### src/rtl/program_loader_if.sv
// Bundled handshake, memory-write and status signals of the program loader.
// The slave side belongs to the loader; the master side belongs to the host/bench.
interface program_loader_if #(
  parameter int ADDR_W = 8
);
  logic              start;
  logic              in_valid;
  logic [7:0]        in_data;
  logic              in_ready;
  logic [ADDR_W-1:0] address;
  logic              write_enable;
  logic [7:0]        write_data;
  logic              cpu_reset;
  logic              busy;
  logic              done;
  logic              error;
  logic [7:0]        checksum;

  modport slave (
    input  start, in_valid, in_data,
    output in_ready, address, write_enable, write_data,
           cpu_reset, busy, done, error, checksum
  );

  modport master (
    output start, in_valid, in_data,
    input  in_ready, address, write_enable, write_data,
           cpu_reset, busy, done, error, checksum
  );
endinterface

### src/rtl/program_loader.sv
// Loads a length-prefixed, checksummed byte frame into instruction memory
// and releases the processor from reset only after a frame verifies.
module program_loader #(
  parameter int ADDR_W = 8
) (
  input logic            clk,
  input logic            reset,
  program_loader_if.slave bus
);
  typedef enum logic [2:0] {IDLE, LEN, DATA, CHK, DONE, ERR} state_t;

  state_t            state, state_next;
  logic [ADDR_W-1:0] ptr;
  logic [8:0]        count;
  logic [8:0]        length;
  logic [7:0]        sum;
  logic [7:0]        chk_total;
  logic              accepting;
  logic              xfer;
  logic              load;
  logic              we_q;
  logic [ADDR_W-1:0] addr_q;
  logic [7:0]        wdata_q;

  assign accepting = (state == LEN) || (state == DATA) || (state == CHK);
  assign xfer      = bus.in_valid && accepting;
  assign chk_total = sum + bus.in_data;

  always_ff @(posedge clk) begin
    if (reset) state <= IDLE;
    else       state <= state_next;
  end

  // Start is only honoured while no frame is in progress.
  always_comb begin
    state_next = state;
    load       = 1'b0;
    case (state)
      IDLE, DONE, ERR: begin
        if (bus.start) begin
          state_next = LEN;
          load       = 1'b1;
        end
      end
      LEN:  if (xfer) state_next = DATA;
      DATA: if (xfer && ((count + 9'd1) == length)) state_next = CHK;
      CHK:  if (xfer) state_next = (chk_total == 8'd0) ? DONE : ERR;
      default: state_next = IDLE;
    endcase
  end

  // The memory write is registered, so it appears the cycle after the transfer.
  always_ff @(posedge clk) begin
    if (reset) begin
      ptr     <= '0;
      count   <= '0;
      length  <= '0;
      sum     <= '0;
      we_q    <= 1'b0;
      addr_q  <= '0;
      wdata_q <= '0;
    end else begin
      we_q <= 1'b0;
      if (load) begin
        ptr    <= '0;
        count  <= '0;
        sum    <= '0;
        addr_q <= '0;
      end else if (xfer) begin
        case (state)
          LEN: length <= (bus.in_data == 8'd0) ? 9'd256 : {1'b0, bus.in_data};
          DATA: begin
            we_q    <= 1'b1;
            addr_q  <= ptr;
            wdata_q <= bus.in_data;
            ptr     <= ptr + {{(ADDR_W-1){1'b0}}, 1'b1};
            count   <= count + 9'd1;
            sum     <= sum + bus.in_data;
          end
          default: ;
        endcase
      end
    end
  end

  assign bus.in_ready     = accepting;
  assign bus.busy         = accepting;
  assign bus.address      = addr_q;
  assign bus.write_enable = we_q;
  assign bus.write_data   = wdata_q;
  assign bus.checksum     = sum;
  assign bus.cpu_reset    = (state != DONE);
  assign bus.done         = (state == DONE);
  assign bus.error        = (state == ERR);
endmodule

### src/flat_wrapper.sv
// flat-port wrapper written by rule: the top's interface ports become plain ports
module program_loader_flat 
#(
  parameter int ADDR_W = 8
)
  (clk, reset, bus_start, bus_in_valid, bus_in_data, bus_in_ready, bus_address, bus_write_enable, bus_write_data, bus_cpu_reset, bus_busy, bus_done, bus_error, bus_checksum);
  program_loader_if #(.ADDR_W(ADDR_W)) bus_i ();
  input logic clk;
  input logic reset;
  input wire logic [$bits(bus_i.start)-1:0] bus_start;
  input wire logic [$bits(bus_i.in_valid)-1:0] bus_in_valid;
  input wire logic [$bits(bus_i.in_data)-1:0] bus_in_data;
  output wire logic [$bits(bus_i.in_ready)-1:0] bus_in_ready;
  output wire logic [$bits(bus_i.address)-1:0] bus_address;
  output wire logic [$bits(bus_i.write_enable)-1:0] bus_write_enable;
  output wire logic [$bits(bus_i.write_data)-1:0] bus_write_data;
  output wire logic [$bits(bus_i.cpu_reset)-1:0] bus_cpu_reset;
  output wire logic [$bits(bus_i.busy)-1:0] bus_busy;
  output wire logic [$bits(bus_i.done)-1:0] bus_done;
  output wire logic [$bits(bus_i.error)-1:0] bus_error;
  output wire logic [$bits(bus_i.checksum)-1:0] bus_checksum;
  assign bus_i.start = bus_start;
  assign bus_i.in_valid = bus_in_valid;
  assign bus_i.in_data = bus_in_data;
  assign bus_in_ready = bus_i.in_ready;
  assign bus_address = bus_i.address;
  assign bus_write_enable = bus_i.write_enable;
  assign bus_write_data = bus_i.write_data;
  assign bus_cpu_reset = bus_i.cpu_reset;
  assign bus_busy = bus_i.busy;
  assign bus_done = bus_i.done;
  assign bus_error = bus_i.error;
  assign bus_checksum = bus_i.checksum;
  program_loader #(.ADDR_W(ADDR_W)) u_core (.clk(clk), .reset(reset), .bus(bus_i));
endmodule
### config.mk
export PLATFORM = sky130hd
export DESIGN_NAME = program_loader_flat
export DESIGN_NICKNAME = d
export VERILOG_FILES = /design/src/rtl/program_loader_if.sv /design/src/rtl/program_loader.sv /design/src/flat_wrapper.sv
export SDC_FILE = /design/constraint.sdc
export NUM_CORES = 1
export LEC_CHECK = 0
export BUFFER_PORTS_ARGS = -buffer_cell sky130_fd_sc_hd__buf_2
export CORE_ASPECT_RATIO = 1.75
export CORE_UTILIZATION = 60
export DETAILED_ROUTE_END_ITERATION = 8
export PLACE_DENSITY_LB_ADDON = 0.3
export SYNTH_ARGS = -nofsm -noshare
export SYNTH_HDL_FRONTEND = slang
export SYNTH_SLANG_ARGS = --single-unit
### constraint.sdc
create_clock -name clk -period 7.4 [get_ports clk]
set_input_delay 0 -clock clk [delete_from_list [all_inputs] [get_ports clk]]
set_output_delay 0 -clock clk [all_outputs]
set_load 0.005 [all_outputs]
==> results_dict.tcl, run 1 <==
set metrics [dict create \
    irDropWorstVdd_mv 0.1580 \
    setup_viol 0 \
    core-area_mm2 0.004189 \
    synth_edf_count 0 \
    synth-async-reset-ratio 0 \
    post_drt_wl_per_cell_um 14.05 \
    vias_per_cell 5.658 \
    status "finished clean" \
    fin_util 0.7264 \
    synthToLayoutAreaGrowth_pct 14.99 \
    synth_fa_ha_area_frac 0.05012 \
    gp_congestion 0.8931 \
    placedCellCount 400 \
    p_per_area_mw_per_mm2 180.9 \
    seq_area_frac_synth 0.4085 \
    grt_max_degree 35 \
    drt-initial-drc-count 62 \
    setup_slack_ns 4.843 \
    skew_ns 0.005690 \
    fin_crit_sh 0.3455 \
    place_ws_ns 4.875 \
    hpwl_um 3952 \
    clk_latency_ns 0.31 \
    synthFlopType "dfxtp_1" \
    synth_mux_area_frac 0.007565 \
    initial_core_util 0.6317 \
    synth_area_mm2 0.002646 \
    final_cell_mix "72 x nand2_1, 54 x dfxtp_1, 47 x a21oi_1, 41 x buf_2, 22 x nor2_1" \
    ys_ff_latch 54 \
    synthCells 327 \
    cp_data_arrival_time_ns 2.76 \
    firstDrtPassIters 4 \
    hold_path_class "input port to flop" \
    diodes 0 \
    die-area_mm2 0.004690 \
    slew_viol_final 0 \
    layout_commonest_cell "nand2_1" \
    clkTransAtPathRegs_ns 0.10 \
    final_cell_area_mm2 0.003043 \
    ant_nets 0 \
    end_kind "flop" \
    synth_compound_area_frac 0.1556 \
    worstSetupPathType "flop to flop" \
    rows 31 \
    vias 2365 \
    drive_gt1_frac 0.1599 \
    cts_tree "yes" \
    synthDistinctLibCells 48 \
    io_pins 42 \
    hold_violations 0 \
    critPathMaxFanout 3 \
    nNetsFinal 390 \
    total_power_mw 0.5504 \
    whs_ns 0.1136 \
    synth_top_family_by_area "simple AND/OR/NAND/NOR gates" \
    fmax_ghz 0.3911 \
    dpl-instance-area_mm2 0.002848 \
    overflow 0 \
    synth_nets 349 \
    yosys_warnings 0 \
    synth_xor_area_frac 0.1050 \
    routed_wl_um 5874 \
    worstPathRequired_ns 7.60 \
    slew_headroom 0.3774 \
    grt_usage 0.2796 \
    die_h_um 89.86 \
    port_buffers 41 \
    cts_buffers 5 \
    worst_pin_slew_ns 0.9319 \
    cts_buffer_depth 2 \
    drc 0 \
    fin_cells 418 \
    grt_pass1_wl_um 10080 \
    cts-root-buf "clkbuf_8" \
    cp-start-kind "flop" \
    antenna_found_initial 0 \
    drv_cap 0 \
    grt_setup_unrepaired "no" \
    synthSimpleGateAreaFrac 0.2340 \
    avgSynthCellArea_um2 8.093 \
    period_needed_ns 2.557 \
    clkSinkCount 54 \
    grt_pass1_vias 2328 \
    die_w_um 52.20 \
    leakage_nw 1.173 \
    fin_setup_tns_ns 0 \
    h-tree-depth 2 \
]
==> cells by family (layout without fill, tap and decap cells) <==
kind of cell,Yosys count,in the layout
compound gates,72,72
xor+xnor,30,30
fa+ha+maj,10,10
buf+inv,24,66
flops,54,54
mux,2,2
simple gates,135,135
==> cell type report <==
| class | instances | area [um2] |
|---|---|---|
| Clock buffer | 5 | 68.82 |
| Tap cell | 49 | 61.31 |
| Fill cell | 353 | 1146 |
| Sequential cell | 54 | 1081 |
| Multi-Input combinational cell | 249 | 1466 |
| Clock inverter | 3 | 26.28 |
| Timing Repair Buffer | 53 | 320.3 |
| Inverter | 5 | 18.77 |
==> synthesized netlist by cell type (all sizes together), types with 3 or more instances <==
| master | count | area share |
|---|---|---|
| nand2 | 72 | 0.10 |
| dfxtp | 54 | 0.41 |
| a21oi | 47 | 0.089 |
| nor2 | 22 | 0.031 |
| xnor2 | 15 | 0.050 |
| xor2 | 14 | 0.046 |
| clkbuf | 13 | 0.018 |
| ha | 9 | 0.043 |
| o21ai | 9 | 0.017 |
| nand3 | 8 | 0.015 |
| or3 | 7 | 0.018 |
| buf | 6 | 0.014 |
| inv | 5 | 0.0071 |
| nand4 | 4 | 0.0095 |
| nor3 | 4 | 0.0076 |
| nor4 | 4 | 0.0095 |
| a211oi | 3 | 0.0085 |
| a21o | 3 | 0.0085 |
| o21a | 3 | 0.0085 |
==> repair_timing <==
| item | 4_1_cts | 5_1_grt |
|---|---|---|
| hold endpoints to repair | 17 | 0 |
| resized for setup | 0 | 0 |
| setup buffers | 0 | 0 |
| hold buffers | 10 | 0 |
==> final timing paths <==
check | start | end | slack [ns] | depth (start not counted)
setup / recovery | u_core.bus.checksum[0] | u_core.state[0] | 4.84 | 8
setup reg to reg | u_core.bus.checksum[0] | u_core.state[0] | 4.84 | 8
hold reg to reg | u_core.bus.address[7] | u_core.bus.address[7] | 0.46 | 2
hold / removal | reset | u_core.bus.write_data[5] | 0.11 | 2
==> where the power goes <==
part           leakage, nW  internal, mW  switching (mW)
combinational        0.688        0.0282          0.0417
clock               0.0491        0.0699           0.105
sequential           0.436         0.297         0.00828
==> critical path, cell delays in order (launching register included) <==
cell and delay, ns:
dfxtp_1 0.37, ha_1 0.20, inv_1 0.07, fa_1 0.40, xnor2_1 0.15, or4b_1 0.48
or4_1 0.42, a2111oi_2 0.28, a21oi_1 0.06
==> metal layers <==
layer / up-vias / routed length [um] / track usage / part of all wire
met4: 0 / 153 / 0.1206 / 0.026
li1: 1199 / - / - / -
met1: 1106 / 2335 / 0.3124 / 0.40
met3: 13 / 196 / 0.04738 / 0.033
met2: 47 / 3189 / 0.4947 / 0.54
met5: - / 0 / 0 / 0
==> state kept, by name, indices dropped and copies added (netlist names) <==
name	flops
u_core.ptr	8
u_core.bus.checksum	8
u_core.bus.write_data	8
u_core.state	3
u_core.length	9
u_core.count	9
u_core.bus.write_enable	1
u_core.bus.address	8
Note: power is estimated with default switching activity, not from simulation.
==> inputs of run 2 (changes only) <==
--- a/config.mk
+++ b/config.mk
@@ -5,9 +5,10 @@
 export SDC_FILE = /design/constraint.sdc
 export NUM_CORES = 1
 export LEC_CHECK = 0
+export ABC_AREA = 1
 export BUFFER_PORTS_ARGS = -buffer_cell sky130_fd_sc_hd__buf_2
 export CORE_ASPECT_RATIO = 1.75
-export CORE_UTILIZATION = 60
+export CORE_UTILIZATION = 57
 export DETAILED_ROUTE_END_ITERATION = 8
 export PLACE_DENSITY_LB_ADDON = 0.3
 export SYNTH_ARGS = -nofsm -noshare
==> constraint.sdc (replaced) <==
create_clock -name clk -period 2.4 [get_ports clk]
set_input_delay 0 -clock clk [delete_from_list [all_inputs] [get_ports clk]]
set_output_delay 0 -clock clk [all_outputs]
set_load 0.005 [all_outputs]
==> results_dict.tcl, run 2 <==
set metrics [dict create \
    status "finished clean" \
    layout_commonest_cell "nand2_1" \
    port_buffers 41 \
    fin_util 0.6792 \
    nNetsFinal 471 \
    rows 33 \
    cts_buffers 5 \
    gp_congestion 0.8465 \
    worstPathRequired_ns 2.65 \
    avgSynthCellArea_um2 6.923 \
    crit_chain "ha_1, inv_1, fa_1, nand3b_1, nand2_1, nand3_1, nand2_1, xor2_1, nor2_1, nor2_1, nand3_1, a21oi_1" \
    vias 2771 \
    fin_setup_tns_ns 0 \
    final_cell_area_mm2 0.003197 \
    synth_edf_count 0 \
    grt_pass1_vias 2491 \
    whs_ns 0.003247 \
    period_needed_ns 2.065 \
    crit_family "simple AND/OR/NAND/NOR gates" \
    synth-async-reset-ratio 0 \
    fin_crit_sh 0.8606 \
    largestRegisters "u_core.count (9), u_core.length (9)" \
    fill_cells 439 \
    grt_usage 0.2852 \
    end_kind "flop" \
    irDropWorstVdd_mv 0.6839 \
    drv_cap 0 \
    synthCells 405 \
    netlist_top_cells_count "81 x nand2_1, 64 x inv_1, 54 x dfxtp_1" \
    synth_top_cell_area_share 0.3855 \
    slowest_delay_ns 0.40 \
    hold_violations 0 \
    yosys_warnings 0 \
    drt-initial-drc-count 93 \
    synthToLayoutAreaGrowth_pct 14.01 \
    grt_max_degree 35 \
    vias_per_cell 5.520 \
    drive_gt1_frac 0.1578 \
    hold_path_class "input port to flop" \
    die_w_um 55.02 \
    cts_buffer_depth 2 \
    antenna_found_initial 0 \
    p_per_area_mw_per_mm2 824.6 \
    placedCellCount 489 \
    final_cell_mix "81 x nand2_1, 64 x inv_1, 54 x dfxtp_1, 41 x buf_2, 39 x a21oi_1" \
    h-tree-depth 2 \
    diodes 0 \
    cp-start-kind "flop" \
    hpwl_um 4852 \
    slew_viol_final 0 \
    synth_nets 427 \
    drc 0 \
    cts-root-buf "clkbuf_8" \
    synth_area_leader_cell "dfxtp_1" \
    overflow 0 \
    die_h_um 94.78 \
    synthFlopType "dfxtp_1" \
    leakage_nw 1.561 \
    dpl-instance-area_mm2 0.003034 \
    fin_cells 502 \
    clk_latency_ns 0.31 \
    clkSinkCount 54 \
    core-area_mm2 0.004707 \
    ant_nets 0 \
    setup_viol 0 \
    seq_area_frac_synth 0.3855 \
    synthDistinctLibCells 31 \
    worst_pin_slew_ns 0.4964 \
    initial_core_util 0.5957 \
    fmax_ghz 0.4842 \
    routed_wl_um 6807 \
    grt_pass1_wl_um 10800 \
    die-area_mm2 0.005215 \
    ff_latch_area_mm2 0.001081 \
    synth_area_mm2 0.002804 \
    cp.buffers_inverters 1 \
    cp_data_arrival_time_ns 2.32 \
    clkTransAtPathRegs_ns 0.11 \
    firstDrtPassIters 4 \
    io_pins 42 \
    ys_ff_latch 54 \
    yosysMostFrequentCell "nand2_1" \
    grt_setup_unrepaired "no" \
    cp_slowest_cell "fa_1" \
    critPathMaxFanout 3 \
    slew_headroom 0.6687 \
    post_drt_wl_per_cell_um 13.56 \
    synth_area_leaders "dfxtp_1 39%, nand2_1 11%, inv_1 8.6%" \
    cts_tree "yes" \
    skew_ns 0.006210 \
    multi_input_area_mm2 0.001404 \
    cts_setup_buffers 0 \
    worstSetupPathType "flop to flop" \
]
## run 2: changes by cell type in the layout (fill, tap and decap cells not counted), sizes merged, moves of 4 or more
cell,before,now
inv,7,68
o21ai,9,38
nor2,22,42
nand3,8,27
xnor2,15,0
nand2,72,86
xor2,14,3
a21oi,47,39
or3,7,0
dlygate4sd3,10,5
nand3b,0,4
## run 2: routing by layer
layer / vias up / track usage / part of all wire
li1: 1388 / - / -
met1: 1284 / 0.3000 / 0.37
met4: 0 / 0.1688 / 0.049
met3: 28 / 0.04026 / 0.034
met2: 71 / 0.5030 / 0.54
met5: - / 0 / 0
## run 2: worst paths after layout
| check | start | to | slack, ns | cells after the start |
|---|---|---|---|---|
| max | u_core.bus.checksum[0] | u_core.state[0] | 0.33 | 12 |
| min | bus_in_data[4] | u_core.bus.write_data[4] | 0.003 | 3 |
| max reg2reg | u_core.bus.checksum[0] | u_core.state[0] | 0.33 | 12 |
| min reg2reg | u_core.bus.address[0] | u_core.bus.address[0] | 0.47 | 2 |
## run 2: final cells by class
| type | instances | area share |
|---|---|---|
| clock buffer | 5 | 0.02153 |
| clock inverter | 3 | 0.01370 |
| inverter | 68 | 0.08023 |
| multi-input combinational | 271 | 0.4391 |
| sequential | 54 | 0.3382 |
| tap | 52 | 0.02035 |
| timing repair buffer | 49 | 0.08689 |
## run 2: cells by family (layout without fill, tap and decap cells)
kind of cell               Yosys count  after routing  share of synthesized area
xor gates and xnor gates             3              3                   0.009373
AOI/OAI and AO/OA                   87             87                     0.1669
buffers and inverters               80            125                     0.1138
DFF                                 54             54                     0.3855
and+or+nand+nor                    171            171                     0.2771
adders and majority gates           10             10                    0.04730
## run 2: per-stage QoR
| step | setup WS [ns] | power [mW] |
|---|---|---|
| 2_1_floorplan | 0.5618 | 1.768 |
| 3_3_place_gp | 0.5060 | 1.980 |
| 3_5_place_dp | 0.4142 | 2.010 |
| 4_1_cts | 0.3593 | 2.638 |
| 5_1_grt | 0.1588 | 2.799 |
| 6_report | 0.3345 | 2.636 |
## run 2: power by group
group | switching [mW] | internal (mW) | leakage, nW
combinational | 0.573 | 0.313 | 1.07
clock | 0.315 | 0.313 | 0.0585
sequential | 0.103 | 1.02 | 0.437
total | 0.992 | 1.64 | 1.56
## run 2: tightest hold or removal path, stage by stage
cell and delay [ns]:
buf_2 0.13, inv_1 0.08, a21oi_1 0.07
## run 2: what timing repair did
action | CTS | global route
hold buffers | 5 | 0
setup endpoints to repair | 0 | 0
gates resized for setup | 0 | 0
hold endpoints to repair | 8 | 0
